==> config.mk <==
export PLATFORM = sky130hd
export DESIGN_NAME = snn_lif_layer_tm
export DESIGN_NICKNAME = d
export VERILOG_FILES = /design/src/rtl/snn_pkg.sv /design/src/rtl/snn_lif_layer_tm_lif_update.sv /design/src/rtl/snn_lif_layer_tm.sv
export SDC_FILE = /design/constraint.sdc
export NUM_CORES = 1
export LEC_CHECK = 0
export CAP_MARGIN = 20
export CORE_MARGIN = 1
export CORE_UTILIZATION = 43
export DETAILED_ROUTE_END_ITERATION = 7
export DONT_BUFFER_PORTS = 1
export PLACE_DENSITY = 0.63
export SLEW_MARGIN = 10
export SYNTH_ARGS = -nofsm -noshare
export SYNTH_HDL_FRONTEND = slang
export SYNTH_HIERARCHICAL = 1
export SYNTH_SLANG_ARGS = --single-unit
==> constraint.sdc <==
create_clock -name clk -period 10.4 [get_ports clk]
set_input_delay 2.08 -clock clk [delete_from_list [all_inputs] [get_ports clk]]
set_output_delay 2.08 -clock clk [all_outputs]
set_load 0.05 [all_outputs]
==> src/rtl/snn_pkg.sv <==
// -----------------------------------------------------------------------------
// snn_pkg
// Shared definitions for the time-multiplexed LIF layer:
//   - state_t          : layer FSM encoding
//   - RESET_TO_ZERO /
//     RESET_SUBTRACT   : membrane behaviour after a spike
//   - acc_width()      : width of the per-neuron input accumulator
//   - idx_width()      : counter/address width for a given element count
//   - refr_width()     : refractory counter width
//   - sat_w()          : signed saturation of a wide value to a given width
// -----------------------------------------------------------------------------
package snn_pkg;

   typedef enum logic [1:0] {
      ST_IDLE   = 2'd0,
      ST_ACCUM  = 2'd1,
      ST_UPDATE = 2'd2,
      ST_OUTPUT = 2'd3
   } state_t;

   localparam int RESET_TO_ZERO  = 0;
   localparam int RESET_SUBTRACT = 1;

   // Width used internally by sat_w; wide enough for any realistic WIDTH.
   localparam int SAT_BITS = 64;

   // Sum of N_IN weights needs clog2(N_IN) extra bits; two more cover the
   // leak subtraction and the membrane add without overflow.
   function automatic int acc_width(input int width, input int n_in);
      return width + $clog2(n_in) + 2;
   endfunction

   function automatic int idx_width(input int count);
      return (count > 1) ? $clog2(count) : 1;
   endfunction

   function automatic int refr_width(input int refract);
      return (refract > 0) ? $clog2(refract + 1) : 1;
   endfunction

   // Clamp a signed value to [-2^(width-1), 2^(width-1)-1].
   function automatic logic signed [SAT_BITS-1:0] sat_w(
      input logic signed [SAT_BITS-1:0] value,
      input int                         width
   );
      logic signed [SAT_BITS-1:0] max_v;
      logic signed [SAT_BITS-1:0] min_v;
      max_v = (64'sd1 <<< (width - 1)) - 64'sd1;
      min_v = -(64'sd1 <<< (width - 1));
      if (value > max_v)
         return max_v;
      else if (value < min_v)
         return min_v;
      return value;
   endfunction

endpackage

==> src/rtl/snn_lif_layer_tm_lif_update.sv <==
// -----------------------------------------------------------------------------
// lif_update
// Purely combinational membrane update for one neuron per timestep.
//   v         : current membrane potential (signed, WIDTH)
//   acc       : weighted input sum for this timestep (signed, ACC_W)
//   threshold : firing threshold (signed, WIDTH)
//   refr      : remaining refractory timesteps
//   v_next    : membrane potential to store back
//   spike     : neuron fires this timestep
//   refr_next : refractory count to store back
// -----------------------------------------------------------------------------
module lif_update
   import snn_pkg::*;
#(
   parameter  int WIDTH      = 16,
   parameter  int N_IN       = 2,
   parameter  int LEAK_SHIFT = 3,
   parameter  int REFRACT    = 2,
   parameter  int RESET_MODE = RESET_TO_ZERO,
   localparam int ACC_W      = acc_width(WIDTH, N_IN),
   localparam int REFR_W     = refr_width(REFRACT)
) (
   input  logic signed [WIDTH-1:0]  v,
   input  logic signed [ACC_W-1:0]  acc,
   input  logic signed [WIDTH-1:0]  threshold,
   input  logic        [REFR_W-1:0] refr,
   output logic signed [WIDTH-1:0]  v_next,
   output logic                     spike,
   output logic        [REFR_W-1:0] refr_next
);

   logic signed [ACC_W-1:0] v_ext;
   logic signed [ACC_W-1:0] leak;
   logic signed [ACC_W-1:0] v_sum;
   logic signed [WIDTH-1:0] v_sat;
   logic signed [WIDTH-1:0] v_sub;

   always_comb begin
      // NOTE: every output gets a default first so no path leaves a latch.
      v_next    = '0;
      spike     = 1'b0;
      refr_next = refr;

      v_ext = {{(ACC_W-WIDTH){v[WIDTH-1]}}, v};
      // A shift of zero would cancel the whole membrane; zero means no leak.
      if (LEAK_SHIFT == 0)
         leak = '0;
      else
         leak = v_ext >>> LEAK_SHIFT;
      v_sum = v_ext - leak + acc;
      v_sat = WIDTH'(sat_w({{(SAT_BITS-ACC_W){v_sum[ACC_W-1]}}, v_sum}, WIDTH));
      v_sub = WIDTH'(sat_w({{(SAT_BITS-WIDTH){v_sat[WIDTH-1]}}, v_sat}
                         - {{(SAT_BITS-WIDTH){threshold[WIDTH-1]}}, threshold}, WIDTH));

      if (refr != '0) begin
         // Refractory: silent and clamped to rest, inputs are discarded.
         refr_next = refr - REFR_W'(1);
      end else if (v_sat >= threshold) begin
         spike     = 1'b1;
         refr_next = REFR_W'(REFRACT);
         v_next    = (RESET_MODE == RESET_SUBTRACT) ? v_sub : '0;
      end else begin
         v_next = v_sat;
      end
   end

endmodule

==> src/rtl/snn_lif_layer_tm.sv <==
// -----------------------------------------------------------------------------
// snn_lif_layer_tm
// Time-multiplexed leaky integrate-and-fire layer. One input spike vector is
// accepted per timestep, each neuron accumulates its weighted inputs one input
// per cycle, then its membrane is updated; the output spike vector is held
// until downstream accepts it.
//   clk, reset          : clock, asynchronous active-low reset
//   in_valid/in_ready   : input timestep handshake
//   in_spikes           : binary input vector (N_IN)
//   threshold           : signed threshold, sampled on input accept
//   wr_en/wr_addr/wr_data : weight write port (index n*N_IN+i), IDLE only
//   out_valid/out_ready : output timestep handshake
//   out_spikes          : output spike vector (N_OUT)
//   busy                : a timestep is in progress
// -----------------------------------------------------------------------------
module snn_lif_layer_tm
   import snn_pkg::*;
#(
   parameter  int WIDTH      = 16,
   parameter  int N_IN       = 2,
   parameter  int N_OUT      = 3,
   parameter  int LEAK_SHIFT = 3,
   parameter  int REFRACT    = 2,
   parameter  int RESET_MODE = RESET_TO_ZERO,
   localparam int N_W        = N_IN * N_OUT,
   localparam int ADDR_W     = idx_width(N_W)
) (
   input  logic                    clk,
   input  logic                    reset,
   input  logic                    in_valid,
   output logic                    in_ready,
   input  logic [N_IN-1:0]         in_spikes,
   input  logic signed [WIDTH-1:0] threshold,
   input  logic                    wr_en,
   input  logic [ADDR_W-1:0]       wr_addr,
   input  logic signed [WIDTH-1:0] wr_data,
   output logic                    out_valid,
   input  logic                    out_ready,
   output logic [N_OUT-1:0]        out_spikes,
   output logic                    busy
);

   localparam int ACC_W  = acc_width(WIDTH, N_IN);
   localparam int REFR_W = refr_width(REFRACT);
   localparam int IW     = idx_width(N_IN);
   localparam int NW     = idx_width(N_OUT);

   state_t                  state;
   logic signed [WIDTH-1:0] weight   [N_W];
   logic signed [WIDTH-1:0] v_mem    [N_OUT];
   logic [REFR_W-1:0]       refr_mem [N_OUT];

   logic [N_IN-1:0]         spikes_lat;
   logic signed [WIDTH-1:0] thr_lat;
   logic signed [ACC_W-1:0] acc;
   logic [IW-1:0]           i_idx;
   logic [NW-1:0]           n_idx;
   logic [N_OUT-1:0]        spike_vec;      // spikes of neurons already updated
   logic [N_OUT-1:0]        spike_vec_next;

   logic [ADDR_W-1:0]       w_idx;
   logic signed [WIDTH-1:0] w_cur;
   logic signed [WIDTH-1:0] v_next;
   logic                    spike;
   logic [REFR_W-1:0]       refr_next;

   assign w_idx = ADDR_W'(int'(n_idx) * N_IN + int'(i_idx));
   assign w_cur = weight[w_idx];

   always_comb begin
      spike_vec_next        = spike_vec;
      spike_vec_next[n_idx] = spike;
   end

   lif_update #(
      .WIDTH      (WIDTH),
      .N_IN       (N_IN),
      .LEAK_SHIFT (LEAK_SHIFT),
      .REFRACT    (REFRACT),
      .RESET_MODE (RESET_MODE)
   ) u_lif_update (
      .v         (v_mem[n_idx]),
      .acc       (acc),
      .threshold (thr_lat),
      .refr      (refr_mem[n_idx]),
      .v_next    (v_next),
      .spike     (spike),
      .refr_next (refr_next)
   );

   always_ff @(posedge clk or negedge reset) begin
      if (!reset) begin
         state      <= ST_IDLE;
         // NOTE: the weight, membrane and refractory arrays are cleared by
         // reset, so they are flop arrays rather than inferred RAM.
         for (int k = 0; k < N_W; k++)   weight[k]   <= '0;
         for (int k = 0; k < N_OUT; k++) v_mem[k]    <= '0;
         for (int k = 0; k < N_OUT; k++) refr_mem[k] <= '0;
         spikes_lat <= '0;
         thr_lat    <= '0;
         acc        <= '0;
         i_idx      <= '0;
         n_idx      <= '0;
         spike_vec  <= '0;
         in_ready   <= 1'b1;
         busy       <= 1'b0;
         out_valid  <= 1'b0;
         out_spikes <= '0;
      end else begin
         // NOTE: non-blocking assignments throughout, so every branch below
         // reads the values registered before this edge.
         // A write in the accept cycle lands before the first ACCUM read.
         if (state == ST_IDLE && wr_en && int'(wr_addr) < N_W)
            weight[wr_addr] <= wr_data;

         case (state)
            ST_IDLE: begin
               if (in_valid) begin
                  spikes_lat <= in_spikes;
                  thr_lat    <= threshold;
                  n_idx      <= '0;
                  i_idx      <= '0;
                  acc        <= '0;
                  spike_vec  <= '0;
                  in_ready   <= 1'b0;
                  busy       <= 1'b1;
                  state      <= ST_ACCUM;
               end
            end

            ST_ACCUM: begin
               if (spikes_lat[i_idx])
                  acc <= acc + {{(ACC_W-WIDTH){w_cur[WIDTH-1]}}, w_cur};
               if (i_idx == IW'(N_IN - 1))
                  state <= ST_UPDATE;
               else
                  i_idx <= i_idx + IW'(1);
            end

            ST_UPDATE: begin
               v_mem[n_idx]    <= v_next;
               refr_mem[n_idx] <= refr_next;
               spike_vec       <= spike_vec_next;
               acc             <= '0;
               i_idx           <= '0;
               if (n_idx == NW'(N_OUT - 1)) begin
                  out_spikes <= spike_vec_next;
                  out_valid  <= 1'b1;
                  state      <= ST_OUTPUT;
               end else begin
                  n_idx <= n_idx + NW'(1);
                  state <= ST_ACCUM;
               end
            end

            ST_OUTPUT: begin
               if (out_ready) begin
                  out_valid <= 1'b0;
                  in_ready  <= 1'b1;
                  busy      <= 1'b0;
                  state     <= ST_IDLE;
               end
            end

            default: state <= ST_IDLE;
         endcase
      end
   end

endmodule

==> out/metrics.csv, run 1 <==
metric,value,unit
worst-endpoint-arrival,8.18,ns
die_area,0.02866,sq mm
cts.sinks,200,
reg2reg_setup_slack,2.59,ns
cts_max_level,4,
setup_viol_count_final,0,
globalplace.congestion,0.8581,
start_util,44.29,%
drive_above_1_share,23.64,%
grt_max_degree,201,
tritoncts,done,
m3_gr_usage,3.172,%
max_stage_delay,0.84,ns
outcome,finished clean,
synthArstFlopShare,100.0,%
grt_busiest_layer,met2,
timing.hold.worst_endpoint,weight[53]$_DFFE_PN0P_,
timing.critical_path.slowest_stage_cell,xor2_1,
final_common_cell,dfrtp_1,
numPortBuffers,0,
ys_top_cells_by_area,"dfrtp_1 41%, mux2_2 16%, ha_1 6.4%",
cp_data_required_time,10.77,ns
synth.net_count,1190,
holdCritStartpoint,weight[53]$_DFFE_PN0P_,
most-common-layout-cells,"198 x dfrtp_1, 170 x mux2_2, 95 x inv_1",
post_synth.cell_area_avg,11.25,sq um
timing.max_cap.violations,0,
clk_path_buf_depth,2,
final_hold_viol_count,0,
drt_wl_total,25170,um
drt-wirelength-per-cell,17.46,um
timing.critical_path.from_type,flip-flop,
reg2reg_depth,25,
final_antenna_net_count,0,
synth-warning-count,6,
grt_first_pass_wirelength,41990,um
seq_area_frac_synth,41.59,%
via_count,7929,
synthesis.instances,1070,
rr_endpoint,v_mem[25]$_DFFE_PN0P_,
drt_iter0_drc,301,
cts_setup_buffers,0,
core,0.02718,sq mm
yosysUniqueCellTypes,74,
synth_enable_flop_cells,0,
synth_area,0.01204,sq mm
synthFlopType,dfrtp_1,
globalRoute.totalOverflow,0,
worstMarginPinSlew,1.068,ns
max_slew_margin,28.58,%
rows,60,
grt.met1_usage,23.62,%
report.final.slew_viol_count,0,
antenna_cells_inserted,0,
cts-hold-fix-buffers,0,
chipHeight,169.3,um
crit_path_end_kind,flip-flop,
grt_pass1_vias,8080,
global_route.usage.met2,31.78,%
post-synth-top-area-cell,dfrtp_1,
io_pins,48,
hpwl,17680,um
number_of_buffers_inserted_during_clock_tree_synthesis,17,
fin_skew,0.01714,ns
worst_skew_pair.late_latency,0.44,ns
hold_path.class,reg -> reg,
worst-path-max-fanout,21,
clk_pin_slew_worst_paths,0.08,ns
cp-startpoint,n_idx[0]$_DFFE_PN0P_,
nNetsFinal,1177,
post_cts.resized_instances,0,
drt_pre_antenna_iters,5,
post_drt_via_cell_ratio,5.499,
rr_startpoint,n_idx[0]$_DFFE_PN0P_,
setup_repair_after_global_routing_missed_its_margin,false,
yosys.area.top_type_share,41.38,%
yosys_register_bits,200,
area_growth,7.849,%
global_route_usage_over_all_layers,18.41,%
max_freq,0.1280,GHz
finalSetupTns,0,ns
final_period_minus_worst_setup_slack,7.812,ns
chipWidth,169.3,um
hold_path_cell_cnt,1,
drcViolationCount,0,
antenna_found_initial,0,
path_class,reg -> reg,
cts_root_buf,clkbuf_16,
final_min_period_over_clock_period,75.12,%
==> kinds of logic after synthesis <==
logic type	after synthesis	share of synthesized area [%]
flops	200	41.59
buf+inv	136	4.761
fa+ha+maj	78	9.107
compound gates	229	13.29
simple gates	174	7.101
xor+xnor	31	2.256
mux	222	21.89
==> final cells by class <==
type                            count  area [sq um]
Sequential cell                   200          5007
Fill cell                        2547         14200
Tap cell                          372         465.4
Clock buffer                       18         429.2
Timing Repair Buffer                8         80.08
Multi-Input combinational cell    734          6470
Clock inverter                     14         167.7
Inverter                           96         360.3
==> worst max-delay path, delay by kind of cell, from the launching register on <==
kind	cells	cell delay [ns]
AOI/OAI and AO/OA	11	3.09
xor gates and xnor gates	1	0.84
adders and majority gates	3	1.18
buffers and inverters	4	0.65
DFF	1	0.76
muxes	2	0.46
and+or+nand+nor	4	0.73
==> cell usage after synthesis, types with 6 or more instances <==
cell      count
o21a_1        8
xor2_1       17
fa_1         16
nand3_1      15
a22o_1       18
buf_2        20
o21ai_0      61
inv_1        95
ha_1         62
clkbuf_1     13
a21oi_1      40
mux4_2       16
mux2_2      170
a21o_1       19
nand4_1       8
dfrtp_1     199
nor4b_1       6
mux2i_1      36
nor2_1       27
nor2b_1       8
xnor2_1      14
a211oi_1     17
a31oi_1       7
o211ai_1      6
nand2_1      76
nor3_1        8
==> routing by layer <==
| layer | routed length (um) | vias up |
|---|---|---|
| met5 | 0 | - |
| met4 | 354 | 0 |
| met3 | 692 | 28 |
| met2 | 12460 | 105 |
| met1 | 11660 | 3951 |
| li1 | - | 3845 |
==> per-stage QoR <==
step	worst slack (ns)	hold slack, ns	cells	area (sq um)	util, %
2_1_floorplan	3.977	0.4650	1070	12040	-
3_3_place_gp	2.903	0.4816	1409	12360	45.47
3_5_place_dp	2.644	0.4833	1409	12360	45.47
4_1_cts	2.595	0.5060	1441	12950	47.66
5_1_grt	1.904	0.5138	1442	12980	47.76
6_report	2.588	0.5049	1442	12980	47.76
==> flip-flops by register name, indices dropped and copies added (netlist names) <==
register,cells
acc,19
busy,1
i_idx,1
in_ready,1
n_idx,2
out_spikes,3
out_valid,1
refr_mem,6
spike_vec,2
spikes_lat,2
state,2
thr_lat,16
v_mem,48
weight,96
==> worst max path at each step <==
stage                                  to  slack [ns]  cells after the start
floorplan           v_mem[12]$_DFFE_PN0P_        3.98                     26
global placement    v_mem[25]$_DFFE_PN0P_        2.90                     25
detailed placement  v_mem[41]$_DFFE_PN0P_        2.64                     25
CTS                 v_mem[25]$_DFFE_PN0P_        2.59                     25
global route         v_mem[9]$_DFFE_PN0P_        1.90                     25
finish              v_mem[25]$_DFFE_PN0P_        2.59                     25
Power of run 1 is left out: the tool's default activity adds up to more than one toggle a clock period on the data nets, which glitch-free logic cannot reach.
==> run 2, diff against run 1 <==
Clock period 10.4 ns to 7.45 ns, I/O delays scaled along.
==> run 2 against run 1 <==
Effect of this change:
- design area grew 0.28%
- sequential cell count stayed put
- worst hold slack worse by 0.0094 ns
- highest routed layer unchanged
- fmax is 13% higher
- final cell count rose by 0.55%
==> out/metrics.csv, run 2 (synthesized netlist as in run 1, its figures left out) <==
metric,value,unit
chipHeight,169.3,um
cts.sinks,200,
cp_data_required_time,7.82,ns
cts_max_level,4,
outcome,finished clean,
globalplace.congestion,0.8608,
antenna_found_initial,0,
timing.max_cap.violations,0,
crit_path_end_kind,flip-flop,
hold_path.class,reg -> reg,
grt_pass1_vias,8160,
antenna_cells_inserted,0,
timing.critical_path.from_type,flip-flop,
finalSetupTns,0,ns
hpwl,17740,um
max_freq,0.1441,GHz
cts-hold-fix-buffers,0,
tritoncts,done,
worstMarginPinSlew,1.029,ns
fin_skew,0.01764,ns
start_util,44.29,%
number_of_buffers_inserted_during_clock_tree_synthesis,17,
drcViolationCount,0,
drive_above_1_share,24.30,%
worst-endpoint-arrival,7.31,ns
largest_registers,"weight x96, v_mem x48, acc x19",
die_area,0.02866,sq mm
numPortBuffers,0,
final_common_cell,dfrtp_1,
grt_max_degree,201,
via_count,8090,
nNetsFinal,1185,
path_class,reg -> reg,
final_min_period_over_clock_period,93.12,%
setup_repair_after_global_routing_missed_its_margin,false,
drt-wirelength-per-cell,17.64,um
flip_flop_count_of_the_largest_register_after_layout,96,
drt_pre_antenna_iters,7,
drt_iter0_drc,359,
chipWidth,169.3,um
largest-register,weight,
area_growth,8.150,%
max_slew_margin,31.31,%
cts_root_buf,clkbuf_16,
setup_viol_count_final,0,
global_route_usage_over_all_layers,18.72,%
worst_skew_pair.late_latency,0.45,ns
io_pins,48,
report.final.slew_viol_count,0,
most-common-layout-cells,"197 x dfrtp_1, 170 x mux2_2, 95 x inv_1",
worst-path-max-fanout,18,
final_hold_viol_count,0,
rows,60,
final_antenna_net_count,0,
post_drt_via_cell_ratio,5.579,
fill_cells,2524,
grt_first_pass_wirelength,42470,um
final_period_minus_worst_setup_slack,6.938,ns
drt_wl_total,25570,um
clk_path_buf_depth,2,
globalRoute.totalOverflow,0,
clk_pin_slew_worst_paths,0.08,ns
core,0.02718,sq mm
run 2: final timing paths:
check / from / endpoint / slack, ns / cells past startpoint
setup / recovery: n_idx[1]$_DFFE_PN0P_ / v_mem[2]$_DFFE_PN0P_ / 0.51 / 24
setup reg to reg: n_idx[1]$_DFFE_PN0P_ / v_mem[2]$_DFFE_PN0P_ / 0.51 / 24
max in group asynchronous: reset / i_idx$_DFFE_PN0P_ / 6.24 / 0
hold reg to reg: spike_vec[1]$_DFFE_PN0P_ / spike_vec[1]$_DFFE_PN0P_ / 0.50 / 1
hold / removal: spike_vec[1]$_DFFE_PN0P_ / spike_vec[1]$_DFFE_PN0P_ / 0.50 / 1
min in group asynchronous: reset / thr_lat[10]$_DFFE_PN0P_ / 0.75 / 0
run 2: timing repair:
| action | in CTS | in global routing |
|---|---|---|
| endpoints found under the setup margin | 0 | 33 |
| buffers inserted | 0 | 0 |
| gates resized for setup | 0 | 1 |
run 2: worst max-delay path, cell delays in order, from the launching register on:
cell      delay, ns
dfrtp_2        0.54
nor2_1         0.13
buf_4          0.26
nand2_1        0.07
o21ai_0        0.17
inv_1          0.12
fa_1           0.51
inv_1          0.04
ha_1           0.37
a211o_1        0.35
a21oi_4        0.21
o21bai_1       0.10
a22o_1         0.21
a311oi_4       0.62
a31oi_2        0.38
a21oi_1        0.29
ha_1           0.28
a21o_1         0.18
a21oi_1        0.13
o21ai_0        0.10
a31o_2         0.25
mux2i_1        0.23
nand2_1        0.45
a211oi_1       0.62
mux2_2         0.25
run 2: cell type report:
class                      count  area, sq um  area share (%)
sequential                   200         5009           38.48
multi-input combinational    734         6470           49.71
clock buffer                  18        429.2           3.297
inverter                      96        360.3           2.768
tap                          372        465.4           3.576
timing repair buffer          16        127.6          0.9805
clock inverter                14        155.1           1.192
run 2: routing by layer:
layer  part of all wire, %  up-vias  track usage, %  wire length (um)
met5                     0        -               0                 0
li1                      -     3875               -                 -
met3                   3.9       31           3.498               998
met1                    45     4051           23.98             11590
met4                   1.5        0           5.484               388
met2                    49      133           32.13             12590
run 2: metrics by stage:
step                      instance area (sq um)  std cells  util [%]  hold WS [ns]  setup WS, ns
after floorplan                           12040       1070         -        0.4650         1.027
after global placement                    12420       1417     45.69        0.4806        0.4991
after detailed placement                  12420       1417     45.69        0.4850        0.4075
after CTS                                 13000       1449     47.84        0.5044        0.3574
after global routing                      13020       1450     47.90        0.5141       0.07840
final                                     13020       1450     47.90        0.4955        0.5124
Power of run 2 is left out for the same reason.
==> run 3, diff against run 2 <==
Settings changed: RECOVER_POWER set to 25.
==> results of run 3 <==
Same layout as run 2: the final DEF is identical, and so are final timing and power.
Power of run 3 is left out for the same reason.
